[src/rtl/approx_pkg.sv]
// rtl/approx_pkg.sv - shared types and default widths for the approximate-skip decider
//
// Purpose: decider state encoding, default parameter widths and the
// configuration bundle layout used by the fetch-side approximation logic.
package approx_pkg;

    localparam int PROB_W_DEF   = 8;
    localparam int RAND_W_DEF   = 32;
    localparam int STREAK_W_DEF = 4;
    localparam int CNT_W_DEF    = 32;

    typedef enum logic {
        RUN      = 1'b0,
        COOLDOWN = 1'b1
    } approx_state_t;

    typedef struct packed {
        logic                    enable;
        logic [PROB_W_DEF-1:0]   threshold;
        logic [STREAK_W_DEF-1:0] max_streak;
        logic [STREAK_W_DEF-1:0] cooldown;
    } approx_cfg_t;

endpackage

[src/rtl/sat_counter.sv]
// rtl/sat_counter.sv - saturating up-counter with synchronous clear
//
// Purpose: counts inc_i pulses and sticks at all-ones instead of wrapping.
// Ports:
//   clk      clock
//   clear_i  synchronous clear (has priority over inc_i)
//   inc_i    increment request
//   count_o  current count
module sat_counter #(
    parameter int WIDTH = 32
) (
    input  logic             clk,
    input  logic             clear_i,
    input  logic             inc_i,
    output logic [WIDTH-1:0] count_o
);

    logic [WIDTH-1:0] count_q;
    logic [WIDTH-1:0] count_d;

    always_comb begin
        count_d = count_q;
        if (clear_i) begin
            count_d = '0;
        end else if (inc_i && (count_q != '1)) begin
            count_d = count_q + WIDTH'(1);
        end
    end

    always_ff @(posedge clk) begin
        count_q <= count_d;
    end

    assign count_o = count_q;

endmodule

[src/rtl/approx_skip_decider.sv]
// rtl/approx_skip_decider.sv - probabilistic skip/execute decider for approximable fetches
//
// Purpose: for each accepted approximable instruction, decides skip when the
// low PROB_W bits of the random sample fall below cfg_threshold. Consecutive
// skips are bounded by cfg_max_streak, after which cfg_cooldown approximable
// requests are forced to execute. The decision is registered (1-cycle latency)
// behind a valid/ready handshake; two saturating counters track activity.
// Ports:
//   clk, rst                    clock, synchronous active-high reset
//   randomval                   random sample (only low PROB_W bits used)
//   cfg_enable                  approximation enable
//   cfg_threshold               skip probability = cfg_threshold / 2^PROB_W
//   cfg_max_streak              max consecutive skips, 0 = unlimited
//   cfg_cooldown                forced-execute requests after a full streak
//   req_valid, req_approx       request in, approximable flag
//   req_ready                   decider can accept
//   resp_valid, resp_skip       registered decision out
//   resp_ready                  downstream consumes decision
//   stat_approx_cnt             accepted approximable requests (saturating)
//   stat_skip_cnt               skip decisions issued (saturating)
module approx_skip_decider
    import approx_pkg::*;
#(
    parameter int PROB_W   = PROB_W_DEF,
    parameter int RAND_W   = RAND_W_DEF,
    parameter int STREAK_W = STREAK_W_DEF,
    parameter int CNT_W    = CNT_W_DEF
) (
    input  logic                clk,
    input  logic                rst,
    input  logic [RAND_W-1:0]   randomval,
    input  logic                cfg_enable,
    input  logic [PROB_W-1:0]   cfg_threshold,
    input  logic [STREAK_W-1:0] cfg_max_streak,
    input  logic [STREAK_W-1:0] cfg_cooldown,
    input  logic                req_valid,
    input  logic                req_approx,
    output logic                req_ready,
    output logic                resp_valid,
    output logic                resp_skip,
    input  logic                resp_ready,
    output logic [CNT_W-1:0]    stat_approx_cnt,
    output logic [CNT_W-1:0]    stat_skip_cnt
);

    approx_state_t       state_q, state_d;
    logic [STREAK_W-1:0] streak_q, streak_d;
    logic [STREAK_W-1:0] cool_q, cool_d;
    logic                resp_valid_q, resp_valid_d;
    logic                resp_skip_q, resp_skip_d;

    logic                accept;
    logic                hit;
    logic                skip;
    logic [STREAK_W:0]   streak_inc;
    logic [STREAK_W-1:0] cool_dec;
    logic                unused_rand_hi;

    // Upper random bits are intentionally ignored; only the low PROB_W bits
    // set the probability resolution.
    assign unused_rand_hi = ^randomval[RAND_W-1:PROB_W];

    assign req_ready = !resp_valid_q || resp_ready;
    assign accept    = req_valid && req_ready;
    assign hit       = randomval[PROB_W-1:0] < cfg_threshold;
    assign skip      = cfg_enable && req_approx && (state_q == RUN) && hit;

    // One extra bit so a limit of 2^STREAK_W-1 is reachable without wrap.
    assign streak_inc = {1'b0, streak_q} + (STREAK_W+1)'(1);
    assign cool_dec   = cool_q - STREAK_W'(1);

    always_comb begin
        resp_valid_d = resp_valid_q;
        resp_skip_d  = resp_skip_q;
        state_d      = state_q;
        streak_d     = streak_q;
        cool_d       = cool_q;

        // New decision replaces a consumed one in the same cycle (no bubble).
        if (accept) begin
            resp_valid_d = 1'b1;
            resp_skip_d  = skip;
        end else if (resp_ready) begin
            resp_valid_d = 1'b0;
            resp_skip_d  = 1'b0;
        end

        if (!cfg_enable) begin
            state_d  = RUN;
            streak_d = '0;
            cool_d   = '0;
        end else if (accept && req_approx) begin
            case (state_q)
                RUN: begin
                    if (skip) begin
                        if ((cfg_max_streak != '0) &&
                            (streak_inc == {1'b0, cfg_max_streak})) begin
                            streak_d = '0;
                            if (cfg_cooldown != '0) begin
                                state_d = COOLDOWN;
                                cool_d  = cfg_cooldown;
                            end
                        end else begin
                            streak_d = streak_inc[STREAK_W-1:0];
                        end
                    end else begin
                        streak_d = '0;
                    end
                end
                COOLDOWN: begin
                    cool_d = cool_dec;
                    if (cool_dec == '0) begin
                        state_d = RUN;
                    end
                end
                default: begin
                    state_d = RUN;
                end
            endcase
        end
    end

    always_ff @(posedge clk) begin
        if (rst) begin
            state_q      <= RUN;
            streak_q     <= '0;
            cool_q       <= '0;
            resp_valid_q <= 1'b0;
            resp_skip_q  <= 1'b0;
        end else begin
            state_q      <= state_d;
            streak_q     <= streak_d;
            cool_q       <= cool_d;
            resp_valid_q <= resp_valid_d;
            resp_skip_q  <= resp_skip_d;
        end
    end

    assign resp_valid = resp_valid_q;
    assign resp_skip  = resp_skip_q;

    sat_counter #(.WIDTH(CNT_W)) u_approx_cnt (
        .clk     (clk),
        .clear_i (rst),
        .inc_i   (accept && req_approx),
        .count_o (stat_approx_cnt)
    );

    sat_counter #(.WIDTH(CNT_W)) u_skip_cnt (
        .clk     (clk),
        .clear_i (rst),
        .inc_i   (accept && skip),
        .count_o (stat_skip_cnt)
    );

endmodule

[config.mk]
export PLATFORM = sky130hd
export DESIGN_NAME = approx_skip_decider
export DESIGN_NICKNAME = d
export VERILOG_FILES = /design/src/rtl/approx_pkg.sv /design/src/rtl/sat_counter.sv /design/src/rtl/approx_skip_decider.sv
export SDC_FILE = /design/constraint.sdc
export NUM_CORES = 1
export LEC_CHECK = 0
export CELL_PAD_IN_SITES_DETAIL_PLACEMENT = 1
export CELL_PAD_IN_SITES_GLOBAL_PLACEMENT = 2
export CORE_MARGIN = 8
export CORE_UTILIZATION = 25
export DETAILED_ROUTE_END_ITERATION = 8
export PLACE_DENSITY_LB_ADDON = 0.1
export SETUP_SLACK_MARGIN = 0.05
export SYNTH_ARGS = -nofsm -noshare
export SYNTH_HDL_FRONTEND = slang
export SYNTH_HIERARCHICAL = 1
export SYNTH_SLANG_ARGS = --single-unit
[constraint.sdc]
create_clock -name clk -period 4.05 [get_ports clk]
set_input_delay 1.215 -clock clk [delete_from_list [all_inputs] [get_ports clk]]
set_output_delay 1.215 -clock clk [all_outputs]
set_load 0.02 [all_outputs]
Yosys cells after proc, flatten, opt, wreduce, memory -nomap -nowiden
Index checks and enable logic that the tools add are counted.

Input port bits: 54. Flip-flop bits (word level): 75.

Equality and inequality tests: 6. Reductions and logical operators: 18. $lt $le $gt $ge: 1. Multiplexer cells: 14. Bitwise gates (word level): 2. $add $sub $neg: 4.

Operators with widths (number): 32-bit by 1-bit adder with 32-bit output (second input constant) (2); 32-bit != test (second input constant) (2); 4-bit 2-to-1 mux (5); 1-bit logical AND (9); 8-bit less-than comparator (1); 4-bit case mux with 2 select lines (1); 4-bit nonzero test (2); 1-bit 2-to-1 mux (7); 4-bit by 1-bit adder with 5-bit output (second input constant) (1); 5-bit by 4-bit equality test with 1-bit output (1); 4-bit zero test (1); 2-bit by 1-bit != test with 1-bit output (second input constant) (2); 4-bit AND reduction (1); 4-bit by 1-bit subtractor with 4-bit output (second input constant) (1); 2-bit != test (second input constant) (1); 1-bit inverter (2); 1-bit case mux with 2 select lines (1); 2-bit AND reduction (1); 2-bit nonzero test (1); 2-bit OR reduction (1); 1-bit zero test (1); 1-bit logical OR (1).

Depth between registers and ports, before layout
Depth in word-level cells: 6. Mapped depth: 12.

Cells and area by module
Netlist, hierarchy kept.

Modules (own cells, without submodules): sat_counter (cells an instance 199, area an instance 1674.1 µm², instances 2); approx_skip_decider (cells an instance 116, area an instance 950.9 µm², instances 1).

Least setup slack after synthesis
Ideal clock, no wire load.

Kind: input to register. Start point: in cfg_threshold[2]. End point: reg u_skip_cnt.count_q[31], in the netlist u_skip_cnt/count_o[31]. Data required time: 3929 ps. Arrival time: 3865 ps. Setup time: 121 ps. Setup slack: 65 ps. Stages: 12. Path buffers: 0. Cell sequence: inv_1 > ha_1 > a211o_1 > a31oi_1 > o211a_1 > nand3_1 > inv_1 > nand4_1 > nor4_2 > nand4_1 > nor4_1 > mux2_2.

Cells in the longest elaborated chain, start to end: 4.

RTL lines: start, declared (line approx_skip_decider.sv:33) `input logic [PROB_W-1:0] cfg_threshold,`; 8-bit less-than comparator (line approx_skip_decider.sv:65) `assign hit = randomval[PROB_W-1:0] < cfg_threshold;`; 1-bit logical AND (line approx_skip_decider.sv:66) `assign skip = cfg_enable && req_approx && (state_q == RUN) && hit;`; 1-bit logical AND (line approx_skip_decider.sv:152) `.inc_i (accept && skip),`; 1-bit logical AND (line sat_counter.sv:25) `end else if (inc_i && (count_q != '1)) begin`; end signal, assigned (line sat_counter.sv:31) `count_q <= count_d;`; end, declared (line sat_counter.sv:18) `logic [WIDTH-1:0] count_q;`.

No other way between the ends. A chain may end at the register's enable or synchronous reset.

Worst setup path in the final report
Start point: in randomval[2]. End point: reg u_skip_cnt.count_q[19], in the netlist u_skip_cnt/count_o[19].

Cells in the longest elaborated chain, start to end: 4.

RTL lines: start, declared (line approx_skip_decider.sv:31) `input logic [RAND_W-1:0] randomval,`; 8-bit less-than comparator (line approx_skip_decider.sv:65); 1-bit logical AND (line approx_skip_decider.sv:66); 1-bit logical AND (line approx_skip_decider.sv:152); 1-bit logical AND (line sat_counter.sv:25).

No other way between the ends.

==> impl_results.md <==
- 1st-iter DRT viols: 164
- Hold/Removal Path Class: reg2reg
- Die Wd: 147 µm
- WP data arrival: 4.11 ns
- Crit start category: input pin
- Port bufs: 96
- Unrepaired setup endpoints after global routing: no
- Vias in the first global route: 4550
- Top cell type's share of synthesized area: 34.9%
- Root buf cell: clkbuf_16
- GPL Wtd Cong: between 0.7 and 0.8
- Overflow after GRT: 0
- Worst-path maximum fanout: 9
- Final setup fails: 0
- Post-DP Area: 5670 µm²
- Clk buf depth: 2
- Largest net degree at the start of global routing: 36
- Register area share after synthesis: 34.9%
- Met3 usage: slightly above 3%
- Worst-Margin Slew: between 0.7 and 0.8 ns
- Design Area, Final: 5990 µm²
- Commonest cells after routing, fill and taps aside: clkdlybuf4s50_1, dfxtp_1, a21oi_1
- Pre-CTS setup slack: -0.389 ns
- Leak: ~1.9 nW
- GR Util met1: 17.5%
- Area growth syn-to-layout: 39.4%
- Min Tclk post-route: 3.84 ns
- Netlist cell types: 51
- Via density: 5.18
- Antenna Violating Nets Remaining: 0
- MaxCap Viol Count: 0
- Detailed Route WL: around 14000 µm
- Fmax achieved: 261 MHz
- Final worst-path setup slack: 0.211 ns
- Worst skew pair latency: 0.33 ns
- Syn nets: 580
- Final cycle utilization of the critical path: 94.8%
- First-pass GRT wire length: between 20000 and 25000 µm
- Post-Syn Area: around 4300 µm²
- Endpoints failing hold: 0
- Pwr Density: 266 nW/µm²
- Mapped Cells: roughly 510
- Routed WL per cell: 16.9 µm
- Synth Warn #: 6
- Max-slew violations: 0
- CTS tree: done
- Share of cells above drive strength 1: between 10% and 20%
- Max VDD drop: 0.000180 V
- Clk pin slew, worst setup/hold paths: 0.06 ns
- Nets: 692
- Average size of a mapped cell: between 8 and 9 µm²
- Worst Path Required: 4.32 ns
- Dpl hpwl: between 10000 and 15000 µm
- Initial antenna violation count: 0
- Core Box Area: 17100 µm²
- Commonest non-fill, non-tap cell in the layout: clkdlybuf4s50_1
- Clock skew: about 0.006 ns
- Dominant cells by area after synthesis: dfxtp_1, a21oi_1, o31ai_1, or4_1, nand3_1
- H-tree Lvls: 3
- Synthesized flop and latch total: 75
- CTS sink count: 75
- # diodes: 0
- Std cell rows: 48
- Crit path capture type: flop
- Initial Util: between 20% and 30%
- GRT busiest layer: met2
- Overall routing resource usage: between 10% and 20%
- Total CTS buffers: 9
- Status: finished clean
- Area leader, netlist: dfxtp_1
- GRT met2 Usage: 21.1%
- Die area: roughly 22000 µm²
- Max transition margin: 51.7%
- Drt pass-1 iters: 4
- DRC viols: 0
- Overall power: 1.60 mW
- Ports: between 100 and 150
- Die height: 147 µm
- Critical path type: in2reg
- Total number of vias: 4427
[registers in the layout (all words and copies together), names as in the netlist]
| name | flops |
|---|---|
| u_skip_cnt/count_o | 32 |
| cool_q | 4 |
| resp_skip | 1 |
| u_approx_cnt/count_o | 32 |
| resp_valid | 1 |
| streak_q | 4 |
| state_q | 1 |
[Yosys cell counts, drive strengths merged]
cell      n
buf       6
a21oi    51
clkbuf   18
a31o      2
nor2b     6
ha       12
nor3      7
dfxtp    75
a211oi    3
inv      18
a2111oi   4
a32o      1
a31oi     5
nand3    35
mux2      6
o21ai    19
or3      23
nand2b    6
a21o      2
a211o     2
or4      24
xnor2    16
nand2    29
xor2      5
nand4b    1
and4      9
nor3b     5
nor4     12
nor2     32
or2       2
o211ai    5
and3     10
or3b      3
nor4bb    1
nand4    21
o211a     2
a32oi     1
and2      2
mux2i     5
o31ai    25
o41ai     3
[metrics by stage]
stage / util [%] / TNS [ns] / cells / hold WS (ns)
after floorplan: - / 0 / 514 / 0.461
after global placement: 33.3 / -3.35 / 839 / 0.476
after detailed placement: 33.3 / -3.53 / 839 / 0.496
after CTS: 35.0 / 0 / 855 / 0.508
after global routing: 35.1 / 0 / 855 / 0.522
final: 35.1 / 0 / 855 / 0.501
[power breakdown]
| group | internal (mW) | switching, mW | total (mW) | leakage [nW] |
|---|---|---|---|---|
| logic | 0.0581 | 0.0553 | 0.113 | 1.16 |
| registers | 0.741 | 0.00366 | 0.744 | 0.604 |
| clock network | 0.426 | 0.312 | 0.738 | 0.132 |
| total | 1.22 | 0.371 | 1.60 | 1.89 |
[per-layer routing]
| metal | wire length, µm | share of wire (%) |
|---|---|---|
| met3 | 613 | 4.2 |
| met4 | 186 | 1.3 |
| met2 | 6530 | 45 |
| met5 | 0 | 0 |
| met1 | 7100 | 49 |
[what timing repair did]
action | in CTS | in global routing
hold buffers | 0 | 0
buffers inserted | 1 | 0
resized for setup | 3 | 5
pin swaps | 0 | 3
endpoints found under the setup margin | 7 | 11
gates cloned | 0 | 0
[area by class of cell]
type                    count  area (µm²)
fillers                  2018       11100
well taps                 225         282
clock inverters             3        15.0
clock buffers              12         246
multi-input cells         397        2690
inverters                  18        67.6
flip-flops and latches     75        1500
repair buffers            125        1190
[critical path, stage by stage]
cell and delay, ns:
clkdlybuf4s50_1 0.52, ha_4 0.23, a211o_1 0.29, a31oi_4 0.16, o211a_1 0.19, nand3_2 0.10
inv_2 0.07, nand4_1 0.09, buf_4 0.17, buf_6 0.13, or4_1 0.48, or3_1 0.32
a21oi_1 0.14
[worst paths after layout]
path / from / to / slack [ns] / cells after the start
hold / removal: u_approx_cnt/count_o[23] / u_approx_cnt/count_o[23] / 0.50 / 2
setup / recovery: randomval[2] / u_skip_cnt/count_o[19] / 0.21 / 13
setup reg to reg: u_skip_cnt/count_o[13] / u_skip_cnt/count_o[21] / 1.41 / 6
hold reg to reg: u_approx_cnt/count_o[23] / u_approx_cnt/count_o[23] / 0.50 / 2
[kinds of logic (layout without fill, tap and decap cells)]
family	Yosys count	after routing	share of synthesized area, %
AND/OR/NAND/NOR	228	228	31.2
AO/OA/AOI/OAI	125	125	19.5
flip-flops	75	75	34.9
buffers and inverters	42	158	3.84
XOR/XNOR	21	21	4.28
adder cells (fa/ha/maj)	12	12	3.49
multiplexers	11	11	2.74
Note: power is estimated with default switching activity, not from simulation.
